## src/rtl/core_wb_data_bridge.sv

```systemverilog
`default_nettype none
// ============================================================================
//  Module      : core_wb_data_bridge
//  Description : Converts the crypto core's req/gnt/rvalid data port into a
//                Wishbone classic master. One transaction can be outstanding
//                at a time. The bridge decodes an address window and applies
//                an ack timeout. Faults are returned to the core as err_o.
//  Revision    : 1.0 - initial release
// ============================================================================
module core_wb_data_bridge #(
   parameter logic [31:0] ADDR_BASE = 32'h3000_0000,
   parameter logic [31:0] ADDR_MASK = 32'hF000_0000,
   parameter logic [7:0]  TIMEOUT   = 8'd255
) (
   input  logic        clk_i,
   input  logic        rst_ni,
   // core data port
   input  logic        req_i,
   output logic        gnt_o,
   output logic        rvalid_o,
   input  logic        we_i,
   input  logic [3:0]  be_i,
   input  logic [31:0] addr_i,
   input  logic [31:0] wdata_i,
   output logic [31:0] rdata_o,
   output logic        err_o,
   // Wishbone classic master
   output logic        wbm_cyc_o,
   output logic        wbm_stb_o,
   output logic        wbm_we_o,
   output logic [3:0]  wbm_sel_o,
   output logic [31:0] wbm_adr_o,
   output logic [31:0] wbm_dat_o,
   input  logic [31:0] wbm_dat_i,
   input  logic        wbm_ack_i,
   input  logic        wbm_err_i,
   output logic        busy_o
);

   typedef enum logic [1:0] {
      ST_IDLE = 2'd0,
      ST_BUS  = 2'd1,
      ST_RESP = 2'd2
   } state_t;

   state_t      state_q,    state_d;
   logic        cyc_q,      cyc_d;
   logic        stb_q,      stb_d;
   logic        we_q,       we_d;
   logic [3:0]  sel_q,      sel_d;
   logic [31:0] adr_q,      adr_d;
   logic [31:0] dat_q,      dat_d;
   logic        rvalid_q,   rvalid_d;
   logic [31:0] rdata_q,    rdata_d;
   logic        err_q,      err_d;
   logic [7:0]  wait_cnt_q, wait_cnt_d;

   logic        in_window;

   assign in_window = ((addr_i & ADDR_MASK) == ADDR_BASE);
   assign gnt_o     = req_i & (state_q == ST_IDLE);
   assign busy_o    = (state_q != ST_IDLE);

   assign wbm_cyc_o = cyc_q;
   assign wbm_stb_o = stb_q;
   assign wbm_we_o  = we_q;
   assign wbm_sel_o = sel_q;
   assign wbm_adr_o = adr_q;
   assign wbm_dat_o = dat_q;
   assign rvalid_o  = rvalid_q;
   assign rdata_o   = rdata_q;
   assign err_o     = err_q;

   // Next-state and next-output logic for the IDLE -> BUS -> RESP sequence
   always_comb begin
      state_d    = state_q;
      cyc_d      = cyc_q;
      stb_d      = stb_q;
      we_d       = we_q;
      sel_d      = sel_q;
      adr_d      = adr_q;
      dat_d      = dat_q;
      rvalid_d   = 1'b0;
      rdata_d    = rdata_q;
      err_d      = err_q;
      wait_cnt_d = wait_cnt_q;

      case (state_q)
         ST_IDLE: begin
            if (gnt_o) begin
               // attributes are captured on every grant; only the window
               // decision controls whether a bus cycle is actually started
               we_d  = we_i;
               sel_d = be_i;
               adr_d = {addr_i[31:2], 2'b00};
               dat_d = wdata_i;
               if (in_window) begin
                  state_d    = ST_BUS;
                  cyc_d      = 1'b1;
                  stb_d      = 1'b1;
                  wait_cnt_d = 8'd0;
               end else begin
                  state_d  = ST_RESP;
                  rvalid_d = 1'b1;
                  err_d    = 1'b1;
                  rdata_d  = 32'd0;
               end
            end
         end

         ST_BUS: begin
            // slave responses take priority over the timeout; err beats ack
            if (wbm_err_i || wbm_ack_i || (wait_cnt_q == TIMEOUT)) begin
               state_d  = ST_RESP;
               cyc_d    = 1'b0;
               stb_d    = 1'b0;
               rvalid_d = 1'b1;
               if (!wbm_err_i && wbm_ack_i) begin
                  err_d   = 1'b0;
                  rdata_d = we_q ? 32'd0 : wbm_dat_i;
               end else begin
                  err_d   = 1'b1;
                  rdata_d = 32'd0;
               end
            end else begin
               wait_cnt_d = wait_cnt_q + 8'd1;
            end
         end

         ST_RESP: begin
            state_d = ST_IDLE;
         end

         default: begin
            state_d = ST_IDLE;
            cyc_d   = 1'b0;
            stb_d   = 1'b0;
         end
      endcase
   end

   // State and registered outputs; async reset drops the bus cycle at once
   always_ff @(posedge clk_i or negedge rst_ni) begin
      if (!rst_ni) begin
         state_q    <= ST_IDLE;
         cyc_q      <= 1'b0;
         stb_q      <= 1'b0;
         we_q       <= 1'b0;
         sel_q      <= 4'd0;
         adr_q      <= 32'd0;
         dat_q      <= 32'd0;
         rvalid_q   <= 1'b0;
         rdata_q    <= 32'd0;
         err_q      <= 1'b0;
         wait_cnt_q <= 8'd0;
      end else begin
         state_q    <= state_d;
         cyc_q      <= cyc_d;
         stb_q      <= stb_d;
         we_q       <= we_d;
         sel_q      <= sel_d;
         adr_q      <= adr_d;
         dat_q      <= dat_d;
         rvalid_q   <= rvalid_d;
         rdata_q    <= rdata_d;
         err_q      <= err_d;
         wait_cnt_q <= wait_cnt_d;
      end
   end

endmodule
`default_nettype wire

```

## config.mk

```make
export PLATFORM = sky130hd
export DESIGN_NAME = core_wb_data_bridge
export DESIGN_NICKNAME = d
export VERILOG_FILES = /design/src/rtl/core_wb_data_bridge.sv
export SDC_FILE = /design/constraint.sdc
export NUM_CORES = 1
export LEC_CHECK = 0
export ABC_AREA = 1
export BUFFER_PORTS_ARGS = -buffer_cell sky130_fd_sc_hd__clkbuf_2
export CAP_MARGIN = 25
export CORE_MARGIN = 3
export CORE_UTILIZATION = 45
export DETAILED_ROUTE_END_ITERATION = 12
export PLACE_DENSITY = 0.85
export SYNTH_ARGS = -nofsm -noshare
export SYNTH_HDL_FRONTEND = slang
export SYNTH_SLANG_ARGS = --single-unit
```

## constraint.sdc

```tcl
create_clock -name clk_i -period 1.6 [get_ports clk_i]
set_input_delay 0.24 -clock clk_i [delete_from_list [all_inputs] [get_ports clk_i]]
set_output_delay 0.24 -clock clk_i [all_outputs]
set_load 0.005 [all_outputs]
```

==> flow_metrics.py, run 1 <==
metrics = {
    "yosys": {
        "synth_commonest_cells": "nand2_1, dfrtp_1, inv_1",
        "synthXorXnorAreaFrac": 0,
        "synthAdderAreaFrac": 0.00263,
        "ys_warn_count": 0,
        "synthTopCellsByArea": "dfrtp_1, nand2_1, o21ai_2, nand3_1, inv_1",
        "ys.flop_type": "dfrtp_1",
        "syn_area_per_cell_um2": 8.94,
        "synth.most_common_cell": "nand2_1",
        "synth_top_family_by_area": "simple AND/OR/NAND/NOR gates",
        "yosys.area_share.simple": 0.266,
        "synthMuxAreaShare": 0,
        "syn_inst": 533,
        "synth_top_area_frac": 0.588,
        "synthArstFlopShare": 1.00,
        "ys_seq_area_frac": 0.588,
        "synth_top_cell_by_area": "dfrtp_1",
        "netlist_area_um2": 4760,
        "ys_types": 20,
        "synth_edf_count": 0,
        "synth_seq_cells": 112,
        "synth_compound_area_frac": 0.0630,
    },
    "die": {
        "io-pin-count": 213,
        "die_height_um": 109,
        "initial_core_util": 0.474,
        "die-width_um": 109,
        "core_area_um2": 10000,
        "dieArea_um2": 11900,
        "rows": 36,
    },
    "job": {
        "cap_violations": 0,
    },
    "global_routing": {
        "use_met1": 0.245,
        "met2_usage": 0.324,
        "grt_use_met3": 0.0663,
        "grt_antenna_before_repair": 0,
        "first_global_vias": 3886,
        "grt_busiest_layer": "met2",
        "grt_max_degree": 113,
        "grtUsageTotal": 0.196,
        "grt.overflow.total": 0,
        "grt_pass1_wl_mm": 18.3,
    },
    "finish": {
        "antennaDiodeCount": 0,
        "fin_nets": 851,
        "drive_gt1_frac": 0.381,
        "area_growth_pct": 30.3,
    },
    "pwr": {
        "p_leak_nw": 3.65,
        "p_int_mw": 4.26,
        "ir_worst_vdd_mv": 0.448,
        "share_comb_of_total_power": 0.190,
        "p_sw_mw": 1.78,
        "power_density_nw_per_um2": 973,
        "power.share.clock": 0.259,
        "netSwitchingFraction": 0.295,
        "seqPwrFrac": 0.550,
    },
    "timing": {
        "fmax_mhz": 656,
        "final.setup.tns_ns": 0,
        "hold_violations": 0,
        "whs_ns": 0.0621,
        "finalSetupViolCount": 0,
        "fin_crit_sh": 0.953,
        "tightest_slew_ns": 0.570,
        "relSlewSlack": 0.620,
        "slew_violations": 0,
        "rsz0062_at_grt": "no",
        "setup_ws_ns": 0.0755,
        "fin_crit_ns": 1.52,
        "clock_skew_ns": 0.0153,
    },
    "drt": {
        "final_antenna_net_count": 0,
        "drt_iter0_drc": 217,
        "drc": 0,
        "viasPerCell": 4.69,
        "drt_pass1_iterations": 4,
        "avgRoutedWirePerCell_um": 13.1,
        "vias": 4135,
        "wl_mm": 11.6,
    },
    "clock_network": {
        "clk_path_buf_depth": 2,
        "cts_sinks": 112,
        "clk_pin_slew_ns": 0.11,
        "cts_buffers": 9,
        "clkLatencyLatePin_ns": 0.37,
        "root_buffer": "clkbuf_8",
        "htreeDepth": 3,
        "cts_tree": "yes",
    },
    "placement": {
        "gp_congestion": 0.760,
        "port_buffers": 208,
        "dp_hpwl_mm": 8.36,
        "place_ws_ns": 0.0917,
    },
    "setup_path": {
        "ff2ff_setup_slack_ns": 0.12,
        "worstPathArrival_ns": 1.28,
        "path_class": "flop to output port",
        "startpoint_type": "flop",
        "cp_data_required_time_ns": 1.36,
        "endpoint_kind": "output port",
        "cp_max_fo": 3,
    },
    "outcome": {
        "status": "completed",
    },
    "min_path": {
        "min_path_type": "input port to flop",
    },
}
==> cell usage in the layout, fill, tap and decap left out <==
| master | count |
|---|---|
| nand2_1 | 241 |
| inv_1 | 43 |
| clkbuf_1 | 1 |
| inv_6 | 2 |
| ha_2 | 1 |
| o21bai_1 | 1 |
| conb_1 | 2 |
| buf_4 | 9 |
| inv_8 | 1 |
| dlygate4sd3_1 | 1 |
| clkbuf_8 | 9 |
| inv_2 | 3 |
| buf_12 | 6 |
| nor2_4 | 2 |
| bufbuf_16 | 1 |
| or2_4 | 1 |
| nor2_1 | 15 |
| nand2_2 | 4 |
| clkinv_2 | 1 |
| nand2_4 | 3 |
| nand3_2 | 1 |
| o21ai_0 | 6 |
| nor3b_1 | 1 |
| clkinv_4 | 2 |
| buf_6 | 2 |
| nand3_1 | 41 |
| clkbuf_2 | 206 |
| dfrtp_1 | 112 |
| nor2_2 | 1 |
| o21ai_2 | 30 |
==> metal layers <==
metal	part of all wire	wire length, um	vias to the layer above
met3	0.098	1140	14
met2	0.46	5380	166
met4	0.016	189	0
met1	0.42	4870	1910
met5	0	0	-
li1	-	-	2045
==> kinds of logic (layout without fill, tap and decap cells) <==
group,count (synthesis),in the layout
AO/OA/AOI/OAI,37,37
adder cells (fa/ha/maj),1,1
other,1,2
flip-flops,112,112
buffers and inverters,72,287
AND/OR/NAND/NOR,310,310
==> state kept, by name, summed over array words and instances (netlist names) <==
signal      flops
err_o           1
wbm_we_o        1
rvalid_o        1
state_q         2
wbm_stb_o       1
wait_cnt_q      8
wbm_dat_o      32
wbm_adr_o      30
wbm_sel_o       4
rdata_o        32
==> power by group through the flow <==
stage | clock network (mW) | registers [mW] | logic [mW]
5_1_grt | 1.75 | 3.36 | 1.32
2_1_floorplan | 0 | 3.40 | 0.470
4_1_cts | 1.62 | 3.32 | 1.16
3_5_place_dp | 0 | 3.38 | 1.12
3_3_place_gp | 0 | 3.37 | 1.09
6_report | 1.57 | 3.33 | 1.15
==> final timing paths <==
check                                          from                        end  cells after the start
max                          state_q[0]$_DFFE_PN0P_                      gnt_o                      5
min                                     wdata_i[30]  wbm_dat_o[30]$_DFFE_PN0P_                      3
max reg2reg                  state_q[0]$_DFFE_PN0P_    rdata_o[16]$_DFFE_PN0P_                      8
min reg2reg                wbm_dat_o[7]$_DFFE_PN0P_   wbm_dat_o[7]$_DFFE_PN0P_                      2
max in group asynchronous                    rst_ni  wait_cnt_q[1]$_DFFE_PN0P_                      3
min in group asynchronous                    rst_ni   wbm_adr_o[3]$_DFFE_PN0P_                      3
==> worst max-delay path, cell delays in order, from the launching register on <==
cell and delay [ns]:
dfrtp_1 0.41, inv_2 0.09, nand2_4 0.06, nor2_4 0.16, buf_12 0.13, buf_6 0.08
==> area by class of cell <==
class / instances / area, um2
Timing Repair Buffer: 225 / 1280
Clock inverter: 6 / 51.3
Tap cell: 133 / 166
Fill cell: 893 / 3840
Sequential cell: 112 / 2800
Clock buffer: 10 / 128
Multi-Input combinational cell: 350 / 1600
Inverter: 46 / 173
==> metrics by stage <==
stage | power (mW) | std cells | util | cell area, um2
3_3_place_gp | 4.46 | 858 | 0.589 | 5920
6_report | 6.04 | 882 | 0.618 | 6210
5_1_grt | 6.43 | 882 | 0.618 | 6210
3_5_place_dp | 4.50 | 858 | 0.589 | 5920
2_1_floorplan | 3.87 | 534 | - | 4770
4_1_cts | 6.11 | 881 | 0.615 | 6180
==> what timing repair did <==
item                                   in CTS  in global routing
cloned                                      1                  0
setup buffers                               5                  1
hold buffers                                1                  0
setup endpoints to repair                   1                 69
endpoints found under the hold margin     112                  0
resized for setup                           1                  7
pin swaps                                   1                  3
(Power assumes the default switching activity.)
==> inputs of run 2 (changes only) <==
PLACE_DENSITY = 0.86   (was 0.85)
==> run 2 against run 1 <==
  * Sequential power about the same
  * Routed wire length up 3.4%
  * Register-to-register slack lost 0.05 ns
  * Critical path depth is the same
  * Non-clock buffer count rose by 7
  * Maximum frequency decreased by 0.43%
  * Cell area is 1.4% higher
  * Die area stayed put
  * First-iteration DRC count fell by 12%
  * Critical path type is now flop to flop
==> flow_metrics.py, run 2 (same netlist as run 1, synthesis figures left out) <==
metrics = {
    "finish": {
        "antennaDiodeCount": 0,
        "fin_nets": 858,
        "final_util": 0.627,
        "fin_cells": 889,
        "drive_gt1_frac": 0.378,
        "mostFrequentLayoutCells": "nand2_1, clkbuf_2, dfrtp_1, inv_1, nand3_1",
        "final_common_cell": "nand2_1",
        "area_growth_pct": 32.2,
    },
    "timing": {
        "relSlewSlack": 0.634,
        "hold_violations": 0,
        "clock_skew_ns": 0.0176,
        "final.setup.tns_ns": 0,
        "slew_violations": 0,
        "setup_ws_ns": 0.0689,
        "fin_crit_sh": 0.957,
        "tightest_slew_ns": 0.548,
        "fin_crit_ns": 1.53,
        "fmax_mhz": 653,
        "finalSetupViolCount": 0,
    },
    "die": {
        "rows": 36,
        "io-pin-count": 213,
        "dieArea_um2": 11900,
        "core_area_um2": 10000,
        "die-width_um": 109,
        "die_height_um": 109,
        "initial_core_util": 0.474,
    },
    "clock_network": {
        "cts_sinks": 112,
        "clkLatencyLatePin_ns": 0.35,
        "cts_buffers": 9,
        "htreeDepth": 3,
        "clk_path_buf_depth": 2,
        "cts_tree": "yes",
        "root_buffer": "clkbuf_8",
        "clk_pin_slew_ns": 0.11,
    },
    "outcome": {
        "status": "completed",
    },
    "setup_path": {
        "endpoint_kind": "flop",
        "cp_max_fo": 32,
        "path_class": "flop to flop",
        "cp_data_required_time_ns": 1.88,
        "startpoint_type": "flop",
        "worstPathArrival_ns": 1.81,
    },
    "global_routing": {
        "first_global_vias": 3957,
        "grt_pass1_wl_mm": 18.9,
        "grt_antenna_before_repair": 0,
        "grtUsageTotal": 0.203,
        "grt.overflow.total": 0,
        "grt_max_degree": 44,
    },
    "drt": {
        "drt_iter0_drc": 191,
        "drc": 0,
        "final_antenna_net_count": 0,
        "wl_mm": 12.0,
        "vias": 4137,
        "avgRoutedWirePerCell_um": 13.5,
        "drt_pass1_iterations": 4,
        "viasPerCell": 4.65,
    },
    "pwr": {
        "ir_worst_vdd_mv": 0.569,
        "p_leak_nw": 3.70,
        "total_power_mw": 6.13,
        "power_density_nw_per_um2": 974,
    },
    "placement": {
        "dp_hpwl_mm": 8.74,
        "place_ws_ns": 0.113,
        "dp_cells": 866,
        "port_buffers": 208,
        "gp_congestion": 0.816,
    },
    "job": {
        "cap_violations": 0,
    },
    "min_path": {
        "min_path_type": "input port to flop",
    },
}
[run 2: changes by cell type in the layout (fill, tap and decap cells not counted), sizes merged]
cell      previous run  this run
buf                 17        22
clkbuf             216       219
inv                 49        46
bufbuf               1         2
bufinv               0         1
clkinv               3         2
clkinvlp             0         1
[run 2: final timing paths]
check / start / slack [ns] / to / depth (start not counted)
worst max-delay path: state_q[1]$_DFFE_PN0P_ / 0.07 / rdata_o[13]$_DFFE_PN0P_ / 5
worst min-delay path: wdata_i[7] / 0.08 / wbm_dat_o[7]$_DFFE_PN0P_ / 3
worst max register to register: state_q[1]$_DFFE_PN0P_ / 0.07 / rdata_o[13]$_DFFE_PN0P_ / 5
worst min register to register: wbm_dat_o[14]$_DFFE_PN0P_ / 0.47 / wbm_dat_o[14]$_DFFE_PN0P_ / 2
max in group asynchronous: rst_ni / 0.64 / wbm_adr_o[6]$_DFFE_PN0P_ / 3
min in group asynchronous: rst_ni / 0.37 / wbm_dat_o[3]$_DFFE_PN0P_ / 2
[run 2: layout make-up]
| cell class | instances | area [um2] |
|---|---|---|
| Fill cell | 864 | 3750 |
| Sequential cell | 112 | 2800 |
| Multi-Input combinational cell | 350 | 1610 |
| Timing Repair Buffer | 232 | 1360 |
| Inverter | 46 | 173 |
| Tap cell | 133 | 166 |
| Clock buffer | 12 | 135 |
| Clock inverter | 4 | 55.1 |
[run 2: layer usage]
layer,wire length (um),GRT usage,up-vias
met5,0,0,-
met4,150,0.0532,0
met3,1150,0.0622,17
met2,5740,0.342,164
met1,4930,0.254,1897
li1,-,-,2059
[run 2: power breakdown]
group / total [mW] / leakage (nW) / switching (mW) / internal (mW)
sequential: 3.33 / 1.44 / 0.183 / 3.15
clock: 1.63 / 0.0908 / 0.891 / 0.734
combinational: 1.18 / 2.17 / 0.638 / 0.540
[run 2: worst max-delay path, cell delays in order, from the launching register on]
cell and delay (ns):
dfrtp_1 0.39, buf_4 0.14, nor2_4 0.19, nand2_2 0.08, or2_4 0.42, o21ai_0 0.22
[run 2: timing repair]
action	CTS	global route
gates cloned	2	0
setup endpoints to repair	1	52
hold endpoints to repair	29	0
pin swaps	1	2
hold buffers	1	0
buffers inserted	4	1
resized for setup	0	6
[run 2: metrics by stage]
stage	hold slack (ns)	cell area, um2
6_report	0.0811	6290
5_1_grt	0.0567	6290
4_1_cts	0.0548	6280
3_5_place_dp	0.216	5990
3_3_place_gp	0.220	5990
2_1_floorplan	-0.0556	4770
==> inputs of run 3 (changes only) <==
CELL_PAD_IN_SITES_DETAIL_PLACEMENT = 1   (was unset)
CELL_PAD_IN_SITES_GLOBAL_PLACEMENT = 1   (was unset)
CORE_UTILIZATION = 34   (was 45)
PLACE_DENSITY = 0.89   (was 0.86)
==> run 3 against run 2 <==
  * Clock skew fell by 0.012 ns
  * Flip-flop and latch count is the same
  * Global-route usage shrank 1.7 points
  * Cell count up 4.7%
  * Maximum frequency decreased by 0.23%
  * Worst setup slack got worse by 0.0035 ns
  * Count of clock-buffer cells in the layout shrank 3
  * Combinational power is essentially flat
  * Highest routed layer unchanged
==> flow_metrics.py, run 3 (same netlist as run 1, synthesis figures left out) <==
metrics = {
    "clock_network": {
        "cts_tree": "yes",
        "clk_pin_slew_ns": 0.07,
        "cts_buffers": 9,
        "clk_path_buf_depth": 2,
        "clkLatencyLatePin_ns": 0.34,
        "cts_sinks": 112,
        "root_buffer": "clkbuf_16",
        "htreeDepth": 3,
    },
    "placement": {
        "port_buffers": 208,
        "gp_congestion": 0.857,
        "place_ws_ns": 0.0949,
        "dp_hpwl_mm": 10.4,
    },
    "setup_path": {
        "ff2ff_setup_slack_ns": 0.11,
        "cp_data_required_time_ns": 1.36,
        "cp_slowest_stage_delay_ns": 0.40,
        "startpoint_type": "flop",
        "cp_max_fo": 4,
        "rr_worst_depth": 9,
        "worstPathArrival_ns": 1.29,
        "endpoint_kind": "output port",
        "critPathSlowestCell": "dfrtp_1",
        "r2r_start": "wait_cnt_q[1]$_DFFE_PN0P_",
        "crit_chain": "inv_2, nand2_4, nor2_4, buf_12, clkbuf_2",
        "cp-startpoint": "state_q[0]$_DFFE_PN0P_",
        "path_class": "flop to output port",
    },
    "global_routing": {
        "grt.overflow.total": 0,
        "first_global_vias": 4500,
        "grt_antenna_before_repair": 0,
        "grt_max_degree": 67,
        "grt_pass1_wl_mm": 23.2,
        "grtUsageTotal": 0.186,
    },
    "finish": {
        "mostFrequentLayoutCells": "nand2_1, clkbuf_2, dfrtp_1, inv_1, nand3_1",
        "fin_nets": 858,
        "antennaDiodeCount": 0,
        "multi_input_area_um2": 1600,
        "fillCellCount": 1656,
        "area_growth_pct": 34.4,
        "drive_gt1_frac": 0.380,
        "regArea_um2": 2800,
        "final_common_cell": "nand2_1",
    },
    "timing": {
        "rsz0062_at_grt": "yes",
        "relSlewSlack": 0.638,
        "hold_violations": 0,
        "slew_violations": 0,
        "finalSetupViolCount": 0,
        "clock_skew_ns": 0.00557,
        "tightest_slew_ns": 0.543,
        "final.setup.tns_ns": 0,
        "whs_ns": 0.0912,
        "fin_crit_ns": 1.53,
        "fmax_mhz": 652,
        "setup_ws_ns": 0.0654,
        "fin_crit_sh": 0.959,
    },
    "die": {
        "core_area_um2": 13500,
        "die-width_um": 124,
        "rows": 42,
        "io-pin-count": 213,
        "dieArea_um2": 15500,
        "die_height_um": 124,
        "initial_core_util": 0.354,
    },
    "drt": {
        "vias": 4287,
        "wl_mm": 14.3,
        "final_antenna_net_count": 0,
        "wl_met1_mm": 5.88,
        "drc": 0,
        "route.met3.wl_mm": 1.23,
        "met2_length_mm": 6.96,
        "drt_pass1_iterations": 4,
        "drt_iter0_drc": 170,
        "top_layer_used": "met4",
        "viasPerCell": 4.60,
        "avgRoutedWirePerCell_um": 15.3,
    },
    "min_path": {
        "hp-start": "addr_i[27]",
        "hold_depth": 3,
        "min_path_type": "input port to flop",
    },
    "pwr": {
        "power_density_nw_per_um2": 1040,
        "p_leak_nw": 3.73,
        "ir_worst_vdd_mv": 0.668,
    },
    "outcome": {
        "status": "completed",
    },
    "job": {
        "cap_violations": 0,
    },
}
-- run 3: metal layers --
layer	GRT usage	vias up
li1	-	2056
met1	0.221	2049
met2	0.318	167
met3	0.0686	15
met4	0.0451	0
met5	0	-
-- run 3: repair_timing --
action | 4_1_cts | 5_1_grt
hold buffers | 1 | 0
endpoints found under the setup margin | 1 | 31
setup buffers | 5 | 4
pin swaps | 1 | 1
endpoints found under the hold margin | 112 | 0
gates resized for setup | 0 | 2
cloned | 1 | 0
-- run 3: final timing paths --
| kind | to |
|---|---|
| max | gnt_o |
| min | wbm_adr_o[27]$_DFFE_PN0P_ |
| max reg2reg | rdata_o[17]$_DFFE_PN0P_ |
| min reg2reg | wbm_adr_o[16]$_DFFE_PN0P_ |
| max in group asynchronous | state_q[1]$_DFFE_PN0P_ |
| min in group asynchronous | wbm_adr_o[7]$_DFFE_PN0P_ |
-- run 3: worst max-delay path, delay by kind of cell, from the launching register on --
kind | cells | cell delay [ns]
flops | 1 | 0.40
buf+inv | 3 | 0.33
simple gates | 2 | 0.22
-- run 3: stage by stage --
step           instances  power (mW)  utilization  instance area [um2]
6_report             931        6.63        0.476                 6400
3_5_place_dp         906        4.56        0.448                 6030
3_3_place_gp         906        4.50        0.448                 6030
5_1_grt              931        7.04        0.476                 6400
4_1_cts              927        6.73        0.473                 6360
2_1_floorplan        534        3.87            -                 4770
-- run 3: area by class of cell --
cell class	count	area share
Sequential cell	112	0.438
Multi-Input combinational cell	350	0.250
Timing Repair Buffer	232	0.209
Clock buffer	9	0.0352
Tap cell	176	0.0344
Inverter	46	0.0270
Clock inverter	6	0.00723
-- run 3: power by group --
group          leakage (nW)  switching (mW)  internal, mW  total, mW
Combinational          2.16           0.662         0.532       1.19
Sequential             1.44           0.186          3.15       3.33
Clock                 0.128            1.05          1.06       2.10
Total                  3.73            1.89          4.74       6.63
